--- src/rtl/pc_pkg.sv ---
// -----------------------------------------------------------------------------
// pc_pkg
// Shared definitions for the fetch program-counter controller:
//   - pc_state_e     : controller state encoding (BOOT/RUN/HALT)
//   - DEF_RESET_ADDR : default first fetch address after reset
//   - DEF_TRAP_ADDR  : default trap / misaligned-redirect vector
//   - is_misaligned  : checks that the low align_bits of an address are zero
// -----------------------------------------------------------------------------
package pc_pkg;

  typedef enum logic [1:0] {
    ST_BOOT = 2'd0,
    ST_RUN  = 2'd1,
    ST_HALT = 2'd2
  } pc_state_e;

  localparam logic [31:0] DEF_RESET_ADDR = 32'h0000_0000;
  localparam logic [31:0] DEF_TRAP_ADDR  = 32'h0000_0100;

  // Address is passed zero-extended to 64 bits so one function serves any
  // XLEN up to 64; align_bits of 0 means every address is aligned.
  function automatic logic is_misaligned(input logic [63:0] addr,
                                         input int unsigned align_bits);
    logic bad_v;
    bad_v = 1'b0;
    for (int unsigned i = 0; i < 64; i++) begin
      if (i < align_bits) begin
        bad_v = bad_v | addr[i];
      end else begin
        bad_v = bad_v;
      end
    end
    return bad_v;
  endfunction

endpackage

--- src/rtl/pc_fetch_ctrl.sv ---
// -----------------------------------------------------------------------------
// pc_fetch_ctrl
// Generates the fetch PC and presents it to instruction memory on a
// valid/ready handshake. Handles sequential increment, backend stall,
// redirect, trap vectoring, misaligned-redirect detection and a halt state.
//
// Ports:
//   i_clk, i_rst        clock, synchronous active-high reset
//   i_stall             backend stall: hold PC, do not accept
//   i_ready             imem ready for a request
//   i_redirect_valid    redirect request, target on i_redirect_pc
//   i_trap              take the trap vector
//   i_halt              enter HALT after the current cycle (RUN only)
//   o_pc                current fetch address
//   o_valid             fetch request valid (registered, RUN only)
//   o_accept            o_valid & i_ready & ~i_stall (combinational)
//   o_misaligned        one-cycle pulse after a misaligned redirect
//   o_bad_addr          last misaligned redirect target
//   o_fetch_cnt         accepted-fetch counter (wraps)
//   o_state             BOOT=0, RUN=1, HALT=2
// -----------------------------------------------------------------------------
module pc_fetch_ctrl
  import pc_pkg::*;
#(
  parameter int unsigned     XLEN       = 32,
  parameter logic [XLEN-1:0] RESET_ADDR = XLEN'(DEF_RESET_ADDR),
  parameter logic [XLEN-1:0] TRAP_ADDR  = XLEN'(DEF_TRAP_ADDR),
  parameter int unsigned     INC        = 4,
  parameter int unsigned     ALIGN_BITS = 2,
  parameter int unsigned     CNT_W      = 16
) (
  input  logic             i_clk,
  input  logic             i_rst,
  input  logic             i_stall,
  input  logic             i_ready,
  input  logic             i_redirect_valid,
  input  logic [XLEN-1:0]  i_redirect_pc,
  input  logic             i_trap,
  input  logic             i_halt,
  output logic [XLEN-1:0]  o_pc,
  output logic             o_valid,
  output logic             o_accept,
  output logic             o_misaligned,
  output logic [XLEN-1:0]  o_bad_addr,
  output logic [CNT_W-1:0] o_fetch_cnt,
  output logic [1:0]       o_state
);

  localparam logic [XLEN-1:0]  INC_V = XLEN'(INC);
  localparam logic [CNT_W-1:0] ONE_C = CNT_W'(1);

  pc_state_e        state_r;
  logic [XLEN-1:0]  pc_r;
  logic             valid_r;
  logic             misaligned_r;
  logic [XLEN-1:0]  bad_addr_r;
  logic [CNT_W-1:0] fetch_cnt_r;

  logic             accept_s;
  logic             redir_bad_s;
  logic             mis_evt_s;
  logic [XLEN-1:0]  pc_next_s;
  pc_state_e        state_next_s;

  assign accept_s    = valid_r & i_ready & ~i_stall;
  assign redir_bad_s = i_redirect_valid & is_misaligned(64'(i_redirect_pc), ALIGN_BITS);

  // Next-PC / next-state selection: trap > aligned redirect > misaligned
  // redirect > accept > hold. Trap/redirect ignore stall and ready.
  always_comb begin
    pc_next_s    = pc_r;
    state_next_s = state_r;
    mis_evt_s    = 1'b0;
    case (state_r)
      ST_BOOT: begin
        // Control inputs are ignored for the single BOOT cycle.
        pc_next_s    = pc_r;
        state_next_s = ST_RUN;
      end
      ST_RUN, ST_HALT: begin
        if (i_trap) begin
          pc_next_s    = TRAP_ADDR;
          state_next_s = ST_RUN;
        end else if (i_redirect_valid && !redir_bad_s) begin
          pc_next_s    = i_redirect_pc;
          state_next_s = ST_RUN;
        end else if (redir_bad_s) begin
          pc_next_s    = TRAP_ADDR;
          state_next_s = ST_RUN;
          mis_evt_s    = 1'b1;
        end else if (state_r == ST_HALT) begin
          pc_next_s    = pc_r;
          state_next_s = ST_HALT;
        end else begin
          // RUN: an accept in the halting cycle still advances the PC.
          if (accept_s) begin
            pc_next_s = pc_r + INC_V;
          end else begin
            pc_next_s = pc_r;
          end
          if (i_halt) begin
            state_next_s = ST_HALT;
          end else begin
            state_next_s = ST_RUN;
          end
        end
      end
      default: begin
        pc_next_s    = RESET_ADDR;
        state_next_s = ST_BOOT;
      end
    endcase
  end

  // State, PC and request-valid registers; valid follows the next state so
  // it is high exactly while in RUN.
  always_ff @(posedge i_clk) begin
    if (i_rst) begin
      state_r <= ST_BOOT;
      pc_r    <= RESET_ADDR;
      valid_r <= 1'b0;
    end else begin
      state_r <= state_next_s;
      pc_r    <= pc_next_s;
      valid_r <= (state_next_s == ST_RUN);
    end
  end

  // Misaligned-redirect pulse and sticky bad-address capture.
  always_ff @(posedge i_clk) begin
    if (i_rst) begin
      misaligned_r <= 1'b0;
      bad_addr_r   <= '0;
    end else begin
      misaligned_r <= mis_evt_s;
      if (mis_evt_s) begin
        bad_addr_r <= i_redirect_pc;
      end else begin
        bad_addr_r <= bad_addr_r;
      end
    end
  end

  // Accepted-fetch counter, wraps naturally at 2^CNT_W.
  always_ff @(posedge i_clk) begin
    if (i_rst) begin
      fetch_cnt_r <= '0;
    end else if (accept_s) begin
      fetch_cnt_r <= fetch_cnt_r + ONE_C;
    end else begin
      fetch_cnt_r <= fetch_cnt_r;
    end
  end

  assign o_pc         = pc_r;
  assign o_valid      = valid_r;
  assign o_accept     = accept_s;
  assign o_misaligned = misaligned_r;
  assign o_bad_addr   = bad_addr_r;
  assign o_fetch_cnt  = fetch_cnt_r;
  assign o_state      = state_r;

endmodule

--- config.mk ---
export PLATFORM = sky130hd
export DESIGN_NAME = pc_fetch_ctrl
export DESIGN_NICKNAME = d
export VERILOG_FILES = /design/src/rtl/pc_pkg.sv /design/src/rtl/pc_fetch_ctrl.sv
export SDC_FILE = /design/constraint.sdc
export NUM_CORES = 1
export LEC_CHECK = 0
export CORE_MARGIN = 1.5
export CORE_UTILIZATION = 35
export DETAILED_ROUTE_END_ITERATION = 8
export PLACE_DENSITY_LB_ADDON = 0.12
export SYNTH_ARGS = -nofsm -noshare
export SYNTH_HDL_FRONTEND = slang
export SYNTH_SLANG_ARGS = --single-unit
--- constraint.sdc ---
create_clock -name i_clk -period 1.9 [get_ports i_clk]
set_input_delay 0.285 -clock i_clk [delete_from_list [all_inputs] [get_ports i_clk]]
set_output_delay 0.285 -clock i_clk [all_outputs]
set_load 0.005 [all_outputs]
==> results of run 1 <==
[cell type report]
cell class,count,area (um2)
clock buffers,10,239
inverters,6,22.5
fillers,1058,4860
multi-input cells,358,2190
flip-flops and latches,84,1690
well taps,140,175
repair buffers,181,1690
clock inverters,6,70.1
[logic make-up (layout without fill, tap and decap cells)]
family          after synthesis  after routing  synth area share [%]
flops                        84             84                  42.6
buf+inv                      35            203                  3.68
simple gates                206            206                  28.1
mux                           1              1                 0.254
fa+ha+maj                     5              5                  1.59
compound gates              122            122                  18.4
xor+xnor                     24             24                  5.33
[worst paths after layout]
check | from | end | depth (start not counted)
max | o_state[1] | o_bad_addr[23] | 8
min | i_rst | o_bad_addr[8] | 3
max reg2reg | o_state[1] | o_bad_addr[23] | 8
min reg2reg | o_bad_addr[12] | o_bad_addr[12] | 2
[synth_stat cells, types with 8 or more instances]
master / n
nand2_1: 87
dfxtp_1: 84
a21oi_1: 48
nor2_1: 35
o21ai_0: 23
clkbuf_1: 20
nand3_1: 18
a22oi_1: 16
xor2_1: 16
nand4_1: 8
o22ai_1: 8
xnor2_1: 8
[routing by layer]
layer	GRT usage, %	vias up	wire length (um)
met1	27.7	1886	5720
met3	4.84	17	648
met5	0	-	0
met4	6.11	0	169
li1	-	2021	-
met2	34.1	114	5750
[cells in the final DEF (no fill, tap or decap), drive strengths merged, types with 9 or more instances in the layout]
master	n
o22ai	9
xor2	16
a21oi	48
dfxtp	84
nand4	12
nand2	87
buf	59
a22oi	16
o21ai	28
nand3	20
clkdlybuf4s50	120
clkbuf	10
nor2	35
[repair_timing]
item	in CTS	in global routing
hold endpoints to repair	0	0
buffers inserted	1	2
pin swaps	2	3
endpoints found under the setup margin	37	48
gates cloned	0	1
resized for setup	6	19
[power groups by stage]
stage                     clock (mW)  combinational, mW  sequential [mW]
after detailed placement           0              0.414             1.85
final                           1.82              0.434             1.81
after CTS                       1.87              0.416             1.81
after global placement             0              0.408             1.85
after floorplan                    0              0.145             1.86
after global routing            1.95              0.471             1.82
[stage by stage]
step	worst slack [ps]	area (um2)	setup TNS [ps]	hold slack, ps	power [mW]
finish	81.5	6080	0	409	4.07
floorplan	26.7	3940	0	394	2.00
global route	-27.2	6080	-101	418	4.23
detailed placement	-183	5650	-4270	448	2.27
CTS	9.52	5970	0	386	4.10
global placement	-144	5650	-3780	443	2.26
[state kept, by name (all words and copies together) (netlist names)]
register	count
o_bad_addr	32
o_fetch_cnt	16
o_valid	1
o_state	2
o_misaligned	1
o_pc	32
[critical path: stages (launching register included)]
cell and delay [ps]:
dfxtp_4 370, inv_1 70, ha_4 280, buf_4 120, nor2b_2 250, o211ai_1 170
buf_4 240, nand2_1 100, a21oi_1 60
==> metrics.cfg, run 1 <==
[logic_synthesis]
yosysSeqAreaShare_pct=42.6
ys_top_cells_by_area=dfxtp_1 43%, nand2_1 8.3%, a21oi_1 6.1%
synth.top_cell.area_share_pct=42.6
async_flop_share_pct=0
ys_types=55
syn_area_per_cell_um2=8.27
ys_seq_elements=84
synth_nets=521
synth_flop_cell=dfxtp_1
synth_edf_count=0
ys_warn_count=0
synth_top_cell_by_area=dfxtp_1
synthCells=477
synth_area_mm2=0.00394

[sta]
worstMarginPinSlew_ps=597
finalHoldViolations=0
max_freq_mhz=550
slew_violations=0
timing.final.crit_share_pct=95.7
fin_crit_ps=1820
skew_ps=7.58
max-slew-margin-rel_pct=60.2
finalSetupViolCount=0

[critical_path]
r2r_slack_ps=80
critPathLaunchType=flop
cp.required_ps=2100
end_kind=flop
cp_data_arrival_time_ps=2020
crit_fanout=20
crit_type=flop to flop

[cts]
clk_path_buf_depth=2
hold_buffers=0
root_buffer=clkbuf_16
clock_latency_ps=340
cts_sinks=84
clkTransAtPathRegs_ps=60
h-tree-depth=3
numCtsBuffers=9
cts_tree=done

[floorplan]
coreArea_mm2=0.0109
fp-row-count=38
start_util_pct=36.1
die-area_mm2=0.0119
io_pins=124
die_w_um=109
die_h_um=109

[power_and_ir_drop]
p_sw_uw=983
seq_power_share_pct=44.5
p_sw_share_pct=24.1
clkPwrFrac_pct=44.8
p_int_mw=3.09
leakagePower_nw=2.20
peakVddDrop_v=0.000641
power_density_mw_per_mm2=670
combPwrFrac_pct=10.7

[detailed_routing]
vias=4038
viasPerCell=5.14
antenna_left=0
route.detailed.drc=0
wl_mm=12.3
first_iter_violations=233
avgRoutedWirePerCell_um=15.7
drtPass1Iterations=4

[place]
dp.cells=765
gp_congestion=0.780
port_buffers=123
dp_hpwl_mm=9.05

[hold_path]
min_path_type=primary input to flop

[global_routing]
grt_pass1_vias=3854
grt_max_degree=58
grt_pass1_wl_mm=19.5
gr-total-overflow=0
antenna_found_initial=0
track_usage_pct=21.0

[cells_and_area]
n_antenna_cell=0
drive_above_1_share_pct=16.3
utilization_pct=55.6
final-instance-count-excl-fill=785
synthToLayoutAreaGrowth_pct=54.1
finalNetCount=684

[outcome]
status=finished clean

[run]
maxCapViolations=0

(Power assumes the default switching activity.)
==> inputs of run 2 (changes only) <==
==> constraint.sdc (replaced) <==
create_clock -name i_clk -period 1.7 [get_ports i_clk]
set_input_delay 0.255 -clock i_clk [delete_from_list [all_inputs] [get_ports i_clk]]
set_output_delay 0.255 -clock i_clk [all_outputs]
set_load 0.005 [all_outputs]
==> run 2 against run 1 <==
- the flow now finishes with violations (setup timing)
- non-clock buffer count up 20
- first-iteration DRC count up 42%
- core utilization up 4.0 points
- register-to-register slack worse by 150 ps
- sequential power up 12%
- flip-flop and latch count unchanged
- cell count up 2.7%
- setup slack worse by 150 ps
- critical endpoint is now o_pc[15]
- largest power group unchanged
==> metrics.cfg, run 2 (synthesized netlist as in run 1, its figures left out) <==
[sta]
max-slew-margin-rel_pct=60.6  ; +0.35 points
fin_crit_ps=1770  ; -45.4 ps
finalHoldViolations=0  ; unchanged
slew_violations=0  ; unchanged
worst_slack_ps=-73.1  ; -155 ps
rsz0062_at_grt=true
skew_ps=5.62  ; -1.96 ps
worstMarginPinSlew_ps=592  ; -5.21 ps
max_freq_mhz=564  ; +2.6%
finalSetupViolCount=10  ; +10
timing.final.crit_share_pct=104  ; +8.6 points

[critical_path]
end_kind=flop
crit_type=flop to flop
cp_data_arrival_time_ps=2070  ; +50 ps
critPathMaxStageDelay_ps=350  ; -20 ps
cp.required_ps=1990  ; -110 ps
critPathLaunchType=flop
critical_path_buf_inv_count=2  ; -1
crit_family=simple AND/OR/NAND/NOR gates
cp_slowest_cell=dfxtp_2
crit_fanout=8  ; -60%
path_cells=inv_2 > ha_4 > nor4b_4 > nand3b_1 > buf_2 > a31oi_1 > o21ai_0 > nand3_1

[cells_and_area]
n_antenna_cell=0  ; unchanged
finalNetCount=705  ; +3.1%
fillers=1000  ; -5.5%
mostFrequentLayoutCell=clkdlybuf4s50_1
final_cell_area_mm2=0.00651  ; +7.1%
final-instance-count-excl-fill=806  ; +2.7%
drive_above_1_share_pct=24.3  ; +8.0 points
synthToLayoutAreaGrowth_pct=65.1
layout_common_cells=119 x clkdlybuf4s50_1, 87 x nand2_1, 72 x dfxtp_1, 60 x buf_4, 46 x a21oi_1
utilization_pct=59.5  ; +4.0 points

[hold_path]
min_path_type=primary input to flop

[cts]
cts_sinks=84  ; unchanged
cts_tree=done
numCtsBuffers=9  ; unchanged
root_buffer=clkbuf_16
h-tree-depth=3  ; unchanged
clock_latency_ps=350  ; about the same
clk_path_buf_depth=2  ; unchanged
clkTransAtPathRegs_ps=60  ; about the same

[power_and_ir_drop]
peakVddDrop_v=0.000545  ; -15%
power_density_mw_per_mm2=716  ; +6.9%
leakagePower_nw=2.37  ; +7.6%
total_power_mw=4.66  ; +15%

[run]
maxCapViolations=0  ; unchanged

[global_routing]
grt_max_degree=51  ; -12%
gr-total-overflow=0  ; unchanged
track_usage_pct=22.0  ; +1.0 points
antenna_found_initial=1  ; +1
grt_pass1_wl_mm=20.2  ; +3.8%
grt_pass1_vias=4041  ; +4.9%

[floorplan]
coreArea_mm2=0.0109  ; unchanged
die_w_um=109  ; unchanged
die-area_mm2=0.0119  ; unchanged
start_util_pct=36.1  ; unchanged
fp-row-count=38  ; unchanged
die_h_um=109  ; unchanged
io_pins=124  ; unchanged

[detailed_routing]
route.detailed.drc=0  ; unchanged
vias=4194  ; +3.9%
antenna_left=0  ; unchanged
viasPerCell=5.20  ; +1.2%
first_iter_violations=330  ; +42%
wl_mm=12.9  ; +5.0%
avgRoutedWirePerCell_um=16.0  ; +2.3%
drtPass1Iterations=4  ; unchanged

[place]
gp_congestion=0.787  ; +0.96%
place_ws_ps=-388  ; -204 ps
dp_hpwl_mm=9.08  ; +0.30%
place_area_mm2=0.00576  ; +1.9%
port_buffers=123  ; unchanged
dp.cells=775  ; +1.3%

[outcome]
status=finished, violations left
violations=setup timing

run 2: cell types whose count changed in the layout (fill, tap and decap cells not counted), moves of 3 or more:
cell,before,now
a22oi_1,16,12
a22oi_2,0,4
buf_4,54,60
buf_6,1,13
dfxtp_1,79,72
dfxtp_2,4,12
nor2_1,35,28
nor2_2,0,4
nor2_4,0,3
o21ai_0,19,11
o21ai_1,9,15
o22ai_1,8,4
o22ai_2,1,5
run 2: area by class of cell:
| cell class | instances | area, um2 | share of cell area, % |
|---|---|---|---|
| clock buffer | 9 | 225 | 3.46 |
| clock inverter | 7 | 91.3 | 1.40 |
| tap | 140 | 175 | 2.69 |
| timing repair buffer | 201 | 1910 | 29.3 |
| sequential | 84 | 1700 | 26.1 |
| inverter | 6 | 22.5 | 0.346 |
| multi-input combinational | 359 | 2390 | 36.7 |
run 2: worst reg2reg max path: stages, from the launching register on:
cell and delay [ps]:
dfxtp_2 350, inv_2 50, ha_4 290, nor4b_4 230, nand3b_1 210, buf_2 240
a31oi_1 160, o21ai_0 110, nand3_1 80
run 2: power by group:
part,switching (mW),total (mW),internal (mW)
sequential,0.0261,2.03,2.00
clock,0.829,2.11,1.28
combinational,0.245,0.520,0.275
total,1.10,4.66,3.56
run 2: metrics by stage:
step | TNS [ps] | hold slack [ps]
6_report | -397 | 385
3_3_place_gp | -19930 | 443
4_1_cts | -234 | 366
3_5_place_dp | -21210 | 449
2_1_floorplan | -60.4 | 364
5_1_grt | -3980 | 381
run 2: layer usage:
layer	GRT usage, %	wire (um)
met3	5.92	873
met4	7.99	205
met2	35.3	6090
met5	0	13
met1	28.2	5730
run 2: repair_timing:
action / CTS / global route
gates resized for setup: 15 / 69
pin swaps: 1 / 22
hold buffers: 0 / 0
gates cloned: 1 / 1
setup buffers: 7 / 6
endpoints found under the setup margin: 55 / 68
run 2: final timing paths:
check                                    start        endpoint  slack [ps]  cells after the start
worst max register to register      o_state[1]        o_pc[15]         -70                      8
worst min register to register  o_bad_addr[18]  o_bad_addr[18]         450                      2
worst min-delay path                     i_rst         o_pc[2]         390                      3
worst max-delay path                o_state[1]        o_pc[15]         -70                      8
